[config.mk]
export PLATFORM = sky130hd
export DESIGN_NAME = smpte_pattern_gen
export DESIGN_NICKNAME = d
export VERILOG_FILES = /design/src/rtl/smpte_pkg.sv /design/src/rtl/bar_index_counter.sv /design/src/rtl/smpte_pattern_gen.sv
export SDC_FILE = /design/constraint.sdc
export NUM_CORES = 1
export LEC_CHECK = 0
export ABC_AREA = 0
export BUFFER_PORTS_ARGS = -buffer_cell sky130_fd_sc_hd__buf_2
export CAP_MARGIN = 20
export CORE_ASPECT_RATIO = 2
export CORE_MARGIN = 4
export CORE_UTILIZATION = 56
export DETAILED_ROUTE_END_ITERATION = 6
export MAX_ROUTING_LAYER = met4
export PLACE_DENSITY = 0.92
export SYNTH_ARGS = -nofsm -noshare
export SYNTH_HDL_FRONTEND = slang
export SYNTH_SLANG_ARGS = --single-unit
[constraint.sdc]
create_clock -name clk -period 2.9 [get_ports clk]
set_clock_uncertainty 0.1 [all_clocks]
set_input_delay 0.435 -clock clk [delete_from_list [all_inputs] [get_ports clk]]
set_output_delay 0.435 -clock clk [all_outputs]
set_load 0.03 [all_outputs]
[src/rtl/smpte_pkg.sv]
// Shared definitions for the SMPTE test-pattern generator: mode encodings,
// bar colour tables and amplitude level helpers.
package smpte_pkg;

    typedef enum logic [2:0] {
        MODE_FULL_BARS   = 3'd0,
        MODE_SPLIT_FIELD = 3'd1,
        MODE_GRAY_RAMP   = 3'd2,
        MODE_CHECKER     = 3'd3
    } mode_t;

    localparam int unsigned NUM_BARS = 7;

    // Requests 4..7 are unused encodings and fall back to full-field bars.
    function automatic mode_t decode_mode(input logic [2:0] req);
        case (req)
            3'd1:    return MODE_SPLIT_FIELD;
            3'd2:    return MODE_GRAY_RAMP;
            3'd3:    return MODE_CHECKER;
            default: return MODE_FULL_BARS;
        endcase
    endfunction

    // {R,G,B} on/off mask for the main bar strip, bar 0 leftmost.
    function automatic logic [2:0] bar_colour(input logic [2:0] idx);
        case (idx)
            3'd0:    return 3'b111;
            3'd1:    return 3'b110;
            3'd2:    return 3'b011;
            3'd3:    return 3'b010;
            3'd4:    return 3'b101;
            3'd5:    return 3'b100;
            3'd6:    return 3'b001;
            default: return 3'b000;
        endcase
    endfunction

    function automatic logic [2:0] reverse_colour(input logic [2:0] idx);
        case (idx)
            3'd0:    return 3'b001;
            3'd2:    return 3'b101;
            3'd4:    return 3'b011;
            3'd6:    return 3'b111;
            default: return 3'b000;
        endcase
    endfunction

    function automatic int unsigned full_level(input int unsigned bits);
        return (32'd1 << bits) - 32'd1;
    endfunction

    function automatic int unsigned l75_level(input int unsigned bits);
        return full_level(bits) - (full_level(bits) >> 2);
    endfunction

endpackage

[src/rtl/bar_index_counter.sv]
// Tracks which colour bar the current visible pixel belongs to; the last bar
// absorbs the remainder when H_DISPLAY is not a multiple of the bar count.
module bar_index_counter
    import smpte_pkg::*;
#(
    parameter int unsigned H_DISPLAY = 256,
    parameter int unsigned H_BITS    = 9
) (
    input  logic              clk,
    input  logic              reset,
    input  logic              display_on,
    output logic [2:0]        bar_idx,
    output logic [H_BITS-1:0] bar_cnt
);

    localparam int unsigned       BAR_W    = H_DISPLAY / NUM_BARS;
    localparam logic [H_BITS-1:0] BAR_LAST = H_BITS'(BAR_W - 1);
    localparam logic [2:0]        IDX_LAST = 3'(NUM_BARS - 1);

    always_ff @(posedge clk) begin
        if (!reset || !display_on) begin
            bar_idx <= '0;
            bar_cnt <= '0;
        end else if (bar_cnt == BAR_LAST && bar_idx < IDX_LAST) begin
            bar_idx <= bar_idx + 3'd1;
            bar_cnt <= '0;
        end else begin
            bar_cnt <= bar_cnt + H_BITS'(1);
        end
    end

endmodule

[src/rtl/smpte_pattern_gen.sv]
// Multi-mode test-pattern generator: frame-latched mode/amplitude, pattern
// mux and a registered RGB output one pixel behind the beam position.
module smpte_pattern_gen
    import smpte_pkg::*;
#(
    parameter int unsigned H_DISPLAY  = 256,
    parameter int unsigned V_DISPLAY  = 240,
    parameter int unsigned H_BITS     = 9,
    parameter int unsigned V_BITS     = 9,
    parameter int unsigned COLOR_BITS = 4,
    parameter int unsigned CHECK_LOG2 = 4
) (
    input  logic                    clk,
    input  logic                    reset,
    input  logic                    display_on,
    input  logic [H_BITS-1:0]       hpos,
    input  logic [V_BITS-1:0]       vpos,
    input  logic [2:0]              mode_req,
    input  logic                    amp_full_req,
    output logic [3*COLOR_BITS-1:0] rgb,
    output logic                    frame_start
);

    localparam logic [COLOR_BITS-1:0] FULL       = COLOR_BITS'(full_level(COLOR_BITS));
    localparam logic [COLOR_BITS-1:0] L75        = COLOR_BITS'(l75_level(COLOR_BITS));
    localparam logic [V_BITS-1:0]     V1         = V_BITS'((2 * V_DISPLAY) / 3);
    localparam logic [V_BITS-1:0]     V2         = V_BITS'((3 * V_DISPLAY) / 4);
    localparam int unsigned           GRAY_SHIFT = H_BITS - COLOR_BITS;

    logic [2:0]              bar_idx;
    logic [H_BITS-1:0]       bar_cnt;
    logic                    unused_bar_cnt;
    mode_t                   mode_q;
    mode_t                   mode_eff;
    logic                    amp_q;
    logic                    amp_eff;
    logic                    at_origin;
    logic [COLOR_BITS-1:0]   bar_lvl;
    logic [COLOR_BITS-1:0]   on_lvl;
    logic [COLOR_BITS-1:0]   gray;
    logic [H_BITS-1:0]       gray_raw;
    logic [2:0]              on_mask;
    logic [3*COLOR_BITS-1:0] pixel;

    bar_index_counter #(
        .H_DISPLAY (H_DISPLAY),
        .H_BITS    (H_BITS)
    ) u_bar_counter (
        .clk        (clk),
        .reset      (reset),
        .display_on (display_on),
        .bar_idx    (bar_idx),
        .bar_cnt    (bar_cnt)
    );

    assign unused_bar_cnt = ^bar_cnt;
    assign at_origin      = display_on && (hpos == '0) && (vpos == '0);

    // The origin pixel already uses the freshly requested mode and amplitude.
    always_comb begin
        mode_eff = at_origin ? decode_mode(mode_req) : mode_q;
        amp_eff  = at_origin ? amp_full_req : amp_q;
        bar_lvl  = amp_eff ? FULL : L75;
        gray_raw = hpos >> GRAY_SHIFT;
        gray     = (gray_raw > H_BITS'(FULL)) ? FULL : gray_raw[COLOR_BITS-1:0];
    end

    always_comb begin
        on_mask = '0;
        on_lvl  = bar_lvl;
        pixel   = '0;
        case (mode_eff)
            MODE_SPLIT_FIELD: begin
                if (vpos < V1) begin
                    on_mask = bar_colour(bar_idx);
                end else if (vpos < V2) begin
                    on_mask = reverse_colour(bar_idx);
                end else begin
                    on_lvl  = FULL;
                    on_mask = (bar_idx == 3'd1) ? 3'b111 : 3'b000;
                end
            end
            MODE_GRAY_RAMP: on_mask = '0;
            MODE_CHECKER:   on_mask = {3{hpos[CHECK_LOG2] ^ vpos[CHECK_LOG2]}};
            default:        on_mask = bar_colour(bar_idx);
        endcase
        if (mode_eff == MODE_GRAY_RAMP) begin
            pixel = {gray, gray, gray};
        end else begin
            pixel = {{COLOR_BITS{on_mask[2]}} & on_lvl,
                     {COLOR_BITS{on_mask[1]}} & on_lvl,
                     {COLOR_BITS{on_mask[0]}} & on_lvl};
        end
    end

    always_ff @(posedge clk) begin
        if (!reset) begin
            rgb         <= '0;
            frame_start <= 1'b0;
            mode_q      <= MODE_FULL_BARS;
            amp_q       <= 1'b0;
        end else begin
            rgb         <= display_on ? pixel : '0;
            frame_start <= at_origin;
            if (at_origin) begin
                mode_q <= mode_eff;
                amp_q  <= amp_eff;
            end
        end
    end

endmodule

# Yosys cells after proc, flatten, opt, wreduce, memory -nomap -nowiden

Index checks and enable logic that the tools add are counted.

Output and inout port bits: 13
Bits in registers: 29
Input port bits: 25
Word-level logic and storage cells: 55

Reductions and logical operators: 11
Bitwise gates (word level): 4
Muxes and demuxes: 15
Eq/ne operators: 13
Add/subtract/negate cells: 2
Order comparisons: 4

Operators by type and width:

| operator            | count |
|---|---|
| $pmux 3 s7          | 1 |
| $eq 3x2->1 const B  | 6 |
| $logic_not 9->1     | 2 |
| $lt 9x8->1 const B  | 2 |
| $and 4x4->4         | 3 |
| $mux 12             | 1 |
| $mux 3              | 4 |
| $pmux 3 s4          | 1 |
| $add 9x1->9 const B | 1 |
| $eq 3x1->1 const B  | 3 |
| $eq 3x3->1 const B  | 3 |
| $eq 9x6->1 const B  | 1 |
| $pmux 3 s3          | 1 |
| $mux 2              | 4 |
| $pmux 2 s3          | 1 |
| $gt 4x4->1 const B  | 1 |
| $mux 4              | 1 |
| $add 3x1->3 const B | 1 |
| $logic_and 1x1->1   | 3 |
| $logic_not 3->1     | 1 |
| $lt 3x3->1 const B  | 1 |
| $logic_not 1->1     | 2 |
| $reduce_and 2->1    | 1 |
| $reduce_or 2->1     | 1 |
| other kinds (3)     | 3 |

# Longest topological paths before layout

Gate-level depths: netlist of run 1.

Word-level depth: 10
Mapped depth: 8
Mapped depth without buffers: 8

# By module

A second synthesis of run 1 with hierarchy kept.

Cells, all modules: 167
Area, all modules: 1517.7 um^2

By module, submodules not included:

| module            | cells each | area an instance (um^2) | seq. area each (um^2) | instances |
|---|---|---|---|---|
| smpte_pattern_gen | 107        | 958.4                   | 340.3                 | 1 |
| bar_index_counter | 60         | 559.3                   | 240.2                 | 1 |

# Least setup slack after synthesis of run 1

No wires, ideal clock.

Path kind: in2reg
Start point: in hpos[3]
End point: reg rgb[4]
Setup time: 0.091 ns
Path buffers: 0
Cell stages on the path: 6
Path slack: 0.846 ns
Data arrival time: 1.863 ns
Required time: 2.709 ns
Path through: nor4_2 -> and4_4 -> nand2_4 -> o41ai_4 -> nand2_1 -> a311oi_1

Longest elaborated chain between the ends: 10
Elaborated cells on any way between the ends: 15
Those cells by class: eq/ne: 3; mux: 8; bitwise: 1; reduce/logical: 3

Ends and longest elaborated chain:

| element                          | line                     | text |
|---|---|---|
| start: declaration               | smpte_pattern_gen.sv:16  | `input logic [H_BITS-1:0] hpos,` |
| $logic_not 9->1 *                | smpte_pattern_gen.sv:57  | `assign at_origin = display_on && (hpos == '0) && (vpos == '0);` |
| $logic_and 1x1->1 * (2 in a row) | smpte_pattern_gen.sv:57  |  |
| $mux 1                           | smpte_pattern_gen.sv:62  | `amp_eff = at_origin ? amp_full_req : amp_q;` |
| $mux 2                           | smpte_pattern_gen.sv:63  | `bar_lvl = amp_eff ? FULL : L75;` |
| $mux 2                           | smpte_pattern_gen.sv:76  | `end else if (vpos < V2) begin` |
| $mux 2                           | smpte_pattern_gen.sv:74  | `if (vpos < V1) begin` |
| $mux 2                           | smpte_pattern_gen.sv:72  | `case (mode_eff)` |
| $and 4x4->4                      | smpte_pattern_gen.sv:91  | `{COLOR_BITS{on_mask[1]}} & on_lvl,` |
| $mux 12 *                        | smpte_pattern_gen.sv:87  | `if (mode_eff == MODE_GRAY_RAMP) begin` |
| end signal: assignment           | smpte_pattern_gen.sv:103 | `rgb <= display_on ? pixel : '0;` |
| end: declaration                 | smpte_pattern_gen.sv:20  | `output logic [3*COLOR_BITS-1:0] rgb,` |

Every way passes the cells marked *; elsewhere a longest branch is shown, timed or not.
A chain may end at the register's enable or synchronous reset.

# Worst setup path after layout of run 1

Start point: reg u_bar_counter.bar_idx[1]
End point: reg rgb[4]

Longest elaborated chain between the ends: 7
Elaborated cells on any way between the ends: 15
Those cells by class: eq/ne: 6; mux: 7; bitwise: 1; reduce/logical: 1

Ends and longest elaborated chain:

| element                                     | line                                     | text |
|---|---|---|
| start: declaration                          | bar_index_counter.sv:12                  | `output logic [2:0] bar_idx,` |
| start signal: assignment                    | bar_index_counter.sv:25                  | `bar_idx <= bar_idx + 3'd1;` |
| $eq 3x3->1, or another cell as far along    | smpte_pkg.sv:26, smpte_pkg.sv:39         |  |
| $pmux 3 s4 / $mux 3 (equally long branches) | smpte_pkg.sv:39, smpte_pattern_gen.sv:80 |  |
| $mux 3                                      | smpte_pattern_gen.sv:76                  |  |
| $mux 3                                      | smpte_pattern_gen.sv:74                  |  |
| $pmux 3 s3 *                                | smpte_pattern_gen.sv:72                  |  |
| $and 4x4->4 *                               | smpte_pattern_gen.sv:91                  |  |
| $mux 12 *                                   | smpte_pattern_gen.sv:87                  |  |

Marks and branches as above.

==> results of run 1 <==
[synth_stat cells (2+ instances only)]
library cell	count
a21oi_1	13
a31oi_1	3
dfxtp_1	29
xor2_1	3
a21boi_0	3
nor2_1	24
o31ai_1	2
nor3_1	4
nand3_1	8
nor2b_1	2
o21ai_0	9
o211ai_1	3
nand2_1	14
nand3b_1	2
nand2b_1	2
clkbuf_1	2
nand4_1	5
ha_1	6
a21o_1	2
inv_1	9
and3_1	5
o21bai_1	2
xnor2_1	6
nor4_2	3
a311oi_1	2
[layer usage]
layer | up-vias | global-route usage | part of all wire
met4 | 0 | 0.164 | 0.043
met1 | 699 | 0.234 | 0.37
met2 | 73 | 0.396 | 0.51
met5 | - | - | 0
li1 | 741 | - | -
met3 | 17 | 0.0592 | 0.076
[cells by family after synthesis]
family          count (synthesis)  share of synthesized area
simple gates                   76                      0.273
buf+inv                        11                     0.0270
mux                             1                    0.00655
flops                          29                      0.380
xor+xnor                        9                     0.0516
fa+ha+maj                       6                     0.0491
compound gates                 48                      0.213
[worst reg2reg max path: cells and delay by family, from the launching register on]
family / cells / cell delay [ns]
AO/OA/AOI/OAI: 4 / 1.17
adder cells (fa/ha/maj): 1 / 0.22
buffers and inverters: 1 / 0.09
flip-flops: 1 / 0.43
AND/OR/NAND/NOR: 1 / 0.22
[power by group through the flow]
stage | clock network (mW) | registers [mW] | logic, mW
2_1_floorplan | 0 | 0.425 | 0.0258
3_3_place_gp | 0 | 0.415 | 0.0715
3_5_place_dp | 0 | 0.416 | 0.0728
4_1_cts | 0.438 | 0.407 | 0.0731
5_1_grt | 0.457 | 0.407 | 0.0806
6_report | 0.431 | 0.407 | 0.0737
[cell type report]
| type | count | area, sq um | share of cell area |
|---|---|---|---|
| timing repair buffer | 37 | 185 | 0.0997 |
| sequential | 29 | 581 | 0.312 |
| clock inverter | 1 | 30.0 | 0.0162 |
| clock buffer | 7 | 86.3 | 0.0465 |
| multi-input combinational | 140 | 907 | 0.488 |
| inverter | 9 | 33.8 | 0.0182 |
| tap | 28 | 35.0 | 0.0189 |
[layout by cell type (no fill, tap or decap), types with 2 or more instances in the layout]
cell type  instances
and3_1             5
o21ai_0            9
nand2b_1           2
nand3b_1           2
o21bai_1           2
ha_1               6
nor4_2             3
a21o_1             2
nor2b_1            2
nor2_1            24
clkbuf_8           6
a31oi_1            3
inv_1              9
xnor2_1            6
nand2_1           14
o211ai_1           3
xor2_1             3
dfxtp_1           29
buf_2             37
o31ai_1            2
a311oi_1           2
a21oi_1           13
a21boi_0           3
nand4_1            5
nor3_1             4
nand3_1            8
[state kept, by name, summed over array words and instances, names as in the netlist]
name,count
frame_start,1
rgb,12
u_bar_counter.bar_cnt,9
u_bar_counter.bar_idx,3
amp_q,1
mode_q,3
[path summary, 6_finish.rpt]
path,start,to,slack (ns)
max,u_bar_counter.bar_idx[1],rgb[4],0.51
min,hpos[6],rgb[5],0.36
max reg2reg,u_bar_counter.bar_idx[1],rgb[4],0.51
min reg2reg,amp_q,amp_q,0.37
==> results.py, run 1 <==
metrics = {
    "worst_setup_path": {
        "crit_required_ns": 2.93,
        "critPathCaptureType": "flip-flop",
        "arrival_ns": 2.42,
        "critPathKind": "flip-flop to flip-flop",
        "crit_fanout": 6,
        "cp_common_cell": "o21ai_0",
        "crit_path_cell_trace": "inv_1, ha_1, nor3_1, o21ai_0, a32o_1, o21ai_0, a311oi_1",
        "critPathSlowestCell": "o21ai_0",
        "worstSetupStartpointType": "flip-flop",
        "max_stage_delay_ns": 0.49,
        "crit_buf_inv": 1,
        "r2r_cells": 7,
        "path_delay_family": "compound AO/OA/AOI/OAI gates",
        "path_depth": 7,
    },
    "place": {
        "placed_area_sq_um": 1740,
        "dp_cells": 243,
        "dp_hpwl_mm": 2.95,
        "place_congestion": 0.914,
        "pre_cts_ws_ns": 0.369,
        "port_buffers": 37,
    },
    "detailed_routing": {
        "post-route-drc-count": 0,
        "routed_wl_mm": 3.79,
        "vias_per_cell": 6.10,
        "ant_nets": 0,
        "dr.pass1.iters": 4,
        "vias": 1530,
        "wl_per_cell_um": 15.1,
        "drt_iter0_drc": 60,
    },
    "floorplanning": {
        "row_count": 26,
        "initial_core_util": 0.587,
        "die_w_um": 44.9,
        "dieArea_sq_um": 3680,
        "die_h_um": 81.9,
        "coreArea_sq_um": 2600,
        "ioPinCount": 38,
    },
    "logic_synthesis": {
        "synth_edf_count": 0,
        "synthArstFlopShare": 0,
        "yosys_warnings": 0,
        "yosys.area.top_type": "dfxtp_1",
        "synth_area_sq_um": 1530,
        "synth.avg_cell_area_sq_um": 8.49,
        "ys_ff_latch": 29,
        "synth_top_area_share": 0.380,
        "yosysSeqAreaShare": 0.380,
        "ys_types": 42,
        "syn-instance-count": 180,
        "synth_nets": 211,
        "synth-main-ff-cell": "dfxtp_1",
        "synthTopCellsByArea": "dfxtp_1 38%, nor2_1 5.9%, ha_1 4.9%",
    },
    "final_layout": {
        "drive_above_1_share": 0.233,
        "num_antenna_cells": 0,
        "finalInstanceArea_sq_um": 1860,
        "syn_to_final_growth_pct": 21.5,
        "utilization": 0.714,
        "fin_nets": 253,
        "fin_cells": 251,
        "fillCellCount": 220,
    },
    "timing": {
        "setup_viol": 0,
        "fin_setup_tns_ns": 0,
        "worst_pin_slew_ns": 0.756,
        "rsz0062_at_grt": "false",
        "period_share": 0.823,
        "holdWs_ns": 0.357,
        "fmax_mhz": 419,
        "max_slew_margin": 0.492,
        "drv_slew": 0,
        "hold_viol": 0,
        "min_period_ns": 2.39,
        "fin_ws_ns": 0.512,
    },
    "clock_tree": {
        "cts_max_level": 2,
        "path_clk_slew_ns": 0.06,
        "cts_buffers": 5,
        "root_buffer": "clkbuf_8",
        "clk_latency_ns": 0.29,
        "postCtsHoldBufs": 0,
        "clk_path_buf_depth": 2,
        "cts_tree": "built",
        "cts_setup_buffers": 0,
        "clock_sinks": 29,
        "cts_resized": 0,
    },
    "grt": {
        "grt_pass1_vias": 1492,
        "grt_max_degree": 13,
        "antenna_found_initial": 0,
        "track_usage": 0.239,
        "grt-ovfl-total": 0,
        "grt_pass1_wl_mm": 6.29,
    },
    "pwr": {
        "p_comb_frac": 0.081,
        "clkPwrFrac": 0.473,
        "powerDensity_nw_per_um2": 490,
        "p_switching_mw": 0.200,
        "ir_drop_mv": 0.527,
        "leakage_nw": 0.786,
        "finalPower_mw": 0.911,
        "sw_frac_of_total": 0.220,
        "internal-power_mw": 0.711,
        "sequentialPowerShare": 0.446,
    },
    "status": {
        "status": "complete, no violations",
    },
    "min_path": {
        "hp-class": "primary input to flip-flop",
        "hold_depth": 3,
    },
    "run": {
        "drv_cap": 0,
    },
}
Note: power is estimated with default switching activity, not from simulation.
==> inputs of run 2 (changes only) <==
- CORE_UTILIZATION: 56 -> 52
- PLACE_DENSITY: 0.92 -> 0.87
- clock period: 2.9 -> 2.3 ns (I/O delays scaled with it)
==> results.py, run 2 (synthesis results as in run 1) <==
metrics = {
    "pwr": {
        "internal-power_mw": 0.753,
        "sw_frac_of_total": 0.260,
        "sequentialPowerShare": 0.504,
        "powerDensity_nw_per_um2": 545,
        "ir_drop_mv": 0.520,
        "finalPower_mw": 1.02,
        "clkPwrFrac": 0.403,
        "leakage_nw": 0.795,
        "p_comb_frac": 0.094,
        "p_switching_mw": 0.265,
    },
    "detailed_routing": {
        "dr.pass1.iters": 4,
        "routed_wl_mm": 3.79,
        "vias_per_cell": 5.91,
        "post-route-drc-count": 0,
        "ant_nets": 0,
        "drt_iter0_drc": 27,
        "vias": 1512,
        "wl_per_cell_um": 14.8,
    },
    "timing": {
        "worst_pin_slew_ns": 0.478,
        "min_period_ns": 2.11,
        "fmax_mhz": 473,
        "max_slew_margin": 0.680,
        "setup_viol": 0,
        "fin_setup_tns_ns": 0,
        "period_share": 0.919,
        "hold_viol": 0,
        "drv_slew": 0,
        "rsz0062_at_grt": "false",
    },
    "worst_setup_path": {
        "critPathSlowestCell": "dfxtp_1",
        "path_delay_family": "compound AO/OA/AOI/OAI gates",
        "arrival_ns": 2.16,
        "worstSetupStartpointType": "flip-flop",
        "crit_required_ns": 2.35,
        "crit_buf_inv": 2,
        "reg2reg_to": "rgb[6]",
        "cp_common_cell": "o21ai_0",
        "max_stage_delay_ns": 0.43,
        "crit_path_cell_trace": "inv_1, ha_1, nor3_1, o21ai_0, a32o_1, o21ai_0, buf_4, a31oi_1",
        "r2r_cells": 8,
        "critPathKind": "flip-flop to flip-flop",
        "rr_startpoint": "u_bar_counter.bar_idx[1]",
        "r2r_setup_slack_ns": 0.19,
        "crit_fanout": 6,
        "critPathCaptureType": "flip-flop",
    },
    "floorplanning": {
        "ioPinCount": 38,
        "row_count": 27,
        "coreArea_sq_um": 2800,
        "die_w_um": 46.3,
        "die_h_um": 84.7,
        "dieArea_sq_um": 3920,
        "initial_core_util": 0.545,
    },
    "min_path": {
        "hold_end": "rgb[5]",
        "hp-start": "hpos[6]",
        "hold_depth": 3,
        "hp-class": "primary input to flip-flop",
    },
    "clock_tree": {
        "clk_path_buf_depth": 2,
        "cts_resized": 0,
        "root_buffer": "clkbuf_8",
        "postCtsHoldBufs": 0,
        "cts_max_level": 2,
        "cts_tree": "built",
        "cts_buffers": 5,
        "clk_latency_ns": 0.28,
        "cts_setup_buffers": 0,
        "path_clk_slew_ns": 0.07,
        "clock_sinks": 29,
    },
    "final_layout": {
        "fin_nets": 257,
        "regMostFlops": "rgb",
        "largestRegisters": "rgb: 12 flops, u_bar_counter.bar_cnt: 9 flops",
        "area.sequential_sq_um": 581,
        "final_common_cell": "buf_2",
        "multi_input_area_sq_um": 915,
        "num_antenna_cells": 0,
        "mostFrequentLayoutCells": "37 x buf_2, 29 x dfxtp_1, 24 x nor2_1",
        "largest_reg_flops": 12,
        "syn_to_final_growth_pct": 22.1,
        "drive_above_1_share": 0.256,
        "fillCellCount": 236,
    },
    "grt": {
        "grt_pass1_vias": 1428,
        "antenna_found_initial": 0,
        "grt_max_degree": 13,
        "grt-ovfl-total": 0,
        "track_usage": 0.214,
        "grt_pass1_wl_mm": 6.02,
    },
    "run": {
        "drv_cap": 0,
    },
    "place": {
        "dp_hpwl_mm": 3.03,
        "place_congestion": 0.972,
        "port_buffers": 37,
    },
    "status": {
        "status": "complete, no violations",
    },
}
==> run 2: power by group through the flow <==
stage	clock network, mW	logic (mW)	registers, mW
2_1_floorplan	0	0.0325	0.535
3_3_place_gp	0	0.0937	0.524
3_5_place_dp	0	0.0940	0.524
4_1_cts	0.415	0.0942	0.512
5_1_grt	0.442	0.105	0.512
6_report	0.410	0.0954	0.512
==> run 2: layout make-up <==
class,instances,area share
Clock buffer,5,0.0369
Sequential cell,29,0.311
Timing Repair Buffer,41,0.115
Multi-Input combinational cell,140,0.490
Tap cell,29,0.0194
Inverter,9,0.0181
Clock inverter,3,0.00938
==> run 2: worst reg2reg max path, stage by stage (launching register included) <==
cell and delay, ns:
dfxtp_1 0.43, inv_1 0.09, ha_1 0.21, nor3_1 0.25, o21ai_0 0.22, a32o_1 0.26
o21ai_0 0.17, buf_4 0.16, a31oi_1 0.09
==> run 2: per-layer routing <==
| metal | global-route usage | wire, um |
|---|---|---|
| met4 | 0.124 | 190 |
| met1 | 0.209 | 1290 |
| met5 | - | 0 |
| met3 | 0.0579 | 231 |
| met2 | 0.353 | 2080 |
==> run 2: through the flow <==
step / hold WS, ns / util / setup slack (ns) / cell area [sq um] / instances
after global placement: 0.359 / 0.632 / 0.0784 / 1770 / 248
after detailed placement: 0.359 / 0.632 / 0.0357 / 1770 / 248
after CTS: 0.265 / 0.663 / 0.223 / 1860 / 256
final: 0.259 / 0.666 / 0.186 / 1870 / 256
after floorplan: 0.341 / - / 0.336 / 1530 / 180
after global routing: 0.294 / 0.666 / 0.0314 / 1870 / 256
==> run 2: worst max-delay path by stage <==
stage	startpoint	to	cells after the start
final	u_bar_counter.bar_idx[1]	rgb[6]	8
after global routing	u_bar_counter.bar_idx[1]	rgb[6]	8
after CTS	u_bar_counter.bar_idx[1]	rgb[10]	8
after detailed placement	vpos[2]	rgb[4]	7
after global placement	hpos[5]	rgb[0]	8
after floorplan	hpos[3]	rgb[4]	6
==> inputs of run 3 (changes only) <==
- CORE_ASPECT_RATIO: 2 -> 0.5
- CORE_UTILIZATION: 52 -> 30
- PLACE_DENSITY: 0.87 -> 0.59
==> results.py, run 3 (synthesis results as in run 1) <==
metrics = {
    "place": {
        "place_congestion": 0.968,
        "dp_hpwl_mm": 3.03,
        "port_buffers": 37,
    },
    "worst_setup_path": {
        "worstSetupStartpointType": "flip-flop",
        "critPathSlowestCell": "dfxtp_1",
        "path_delay_family": "compound AO/OA/AOI/OAI gates",
        "arrival_ns": 2.08,
        "crit_path_cell_trace": "inv_1, ha_1, nor3_1, o21ai_0, a32o_1, o21ai_0, buf_4, a311oi_1",
        "r2r_cells": 8,
        "cp_common_cell": "o21ai_0",
        "crit_fanout": 6,
        "max_stage_delay_ns": 0.41,
        "crit_buf_inv": 2,
        "critPathKind": "flip-flop to flip-flop",
        "path_depth": 8,
        "critPathCaptureType": "flip-flop",
        "crit_required_ns": 2.33,
    },
    "final_layout": {
        "mostFrequentLayoutCells": "37 x buf_2, 29 x dfxtp_1, 24 x nor2_1",
        "syn_to_final_growth_pct": 29.6,
        "drive_above_1_share": 0.268,
        "area.sequential_sq_um": 581,
        "fin_nets": 261,
        "largest_reg_flops": 12,
        "multi_input_area_sq_um": 915,
        "num_antenna_cells": 0,
        "largestRegisters": "rgb: 12 flops, u_bar_counter.bar_cnt: 9 flops",
        "utilization": 0.402,
        "fillCellCount": 501,
        "regMostFlops": "rgb",
        "final_common_cell": "buf_2",
    },
    "pwr": {
        "sw_frac_of_total": 0.221,
        "p_comb_frac": 0.082,
        "internal-power_mw": 0.897,
        "sequentialPowerShare": 0.445,
        "p_switching_mw": 0.254,
        "ir_drop_mv": 0.329,
        "leakage_nw": 0.828,
        "powerDensity_nw_per_um2": 581,
        "clkPwrFrac": 0.472,
    },
    "grt": {
        "track_usage": 0.127,
        "grt_pass1_vias": 1355,
        "grt-ovfl-total": 0,
        "grt_max_degree": 13,
        "antenna_found_initial": 0,
        "grt_pass1_wl_mm": 6.13,
    },
    "min_path": {
        "hp-class": "primary input to flip-flop",
        "hold_depth": 3,
    },
    "detailed_routing": {
        "vias_per_cell": 4.86,
        "dr.pass1.iters": 4,
        "drt_iter0_drc": 45,
        "routed_wl_mm": 3.67,
        "wl_met1_mm": 1.75,
        "route.met3.wl_um": 213,
        "wl_per_cell_um": 12.2,
        "met2_length_mm": 1.68,
        "topRoutingLayerUsed": "met4",
        "post-route-drc-count": 0,
        "vias": 1464,
        "ant_nets": 0,
    },
    "timing": {
        "min_period_ns": 2.05,
        "rsz0062_at_grt": "false",
        "fin_setup_tns_ns": 0,
        "fmax_mhz": 489,
        "hold_viol": 0,
        "holdWs_ns": 0.248,
        "worst_pin_slew_ns": 0.476,
        "drv_slew": 0,
        "period_share": 0.890,
        "max_slew_margin": 0.682,
        "setup_viol": 0,
    },
    "status": {
        "status": "complete, no violations",
    },
    "floorplanning": {
        "die_h_um": 58.5,
        "dieArea_sq_um": 6370,
        "coreArea_sq_um": 4930,
        "die_w_um": 109,
        "row_count": 18,
        "initial_core_util": 0.310,
        "ioPinCount": 38,
    },
    "clock_tree": {
        "clock_sinks": 29,
        "cts_buffers": 5,
        "cts_tree": "built",
        "cts_max_level": 2,
        "root_buffer": "clkbuf_8",
        "path_clk_slew_ns": 0.06,
        "clk_path_buf_depth": 2,
        "clk_latency_ns": 0.28,
    },
    "run": {
        "drv_cap": 0,
    },
}
[run 3: through the flow]
step                      cells  setup slack (ns)  cell area, sq um  total power [mW]
after floorplan             180             0.336              1530             0.568
after global placement      293            0.0214              1850             0.618
after detailed placement    293            0.0321              1850             0.619
after CTS                   301             0.161              1970              1.16
after global routing        301            0.0442              1980              1.20
final                       301             0.253              1980              1.15
[run 3: repair_timing]
action                                  in CTS  in global routing
endpoints found under the setup margin       0                  2
hold endpoints to repair                     0                  0
resized for setup                            0                  1
hold buffers                                 0                  0
setup buffers                                0                  0
[run 3: worst paths after layout]
kind	startpoint	to	slack [ns]
min	amp_full_req	amp_q	0.25
max reg2reg	u_bar_counter.bar_idx[1]	rgb[5]	0.25
max	u_bar_counter.bar_idx[1]	rgb[5]	0.25
min reg2reg	amp_q	amp_q	0.38
[run 3: final cells by class]
class	instances	area share
clock inverters	2	0.0189
flip-flops and latches	29	0.293
clock buffers	6	0.0417
multi-input cells	140	0.461
well taps	70	0.0442
inverters	9	0.0170
repair buffers	45	0.124
[run 3: metal layers]
metal / vias up / GRT usage
met5: - / -
met4: 0 / 0.0522
met3: 4 / 0.0372
met2: 33 / 0.195
met1: 675 / 0.158
li1: 752 / -
[run 3: power by group through the flow]
stage / sequential [mW] / combinational [mW] / clock [mW]
floorplan: 0.535 / 0.0325 / 0
global placement: 0.524 / 0.0944 / 0
detailed placement: 0.524 / 0.0947 / 0
CTS: 0.513 / 0.0950 / 0.555
global route: 0.513 / 0.106 / 0.578
finish: 0.513 / 0.0949 / 0.544
[run 3: worst min-delay path: stages]
cell,delay (ns)
buf_2,0.10
nand3_1,0.06
a21boi_0,0.07
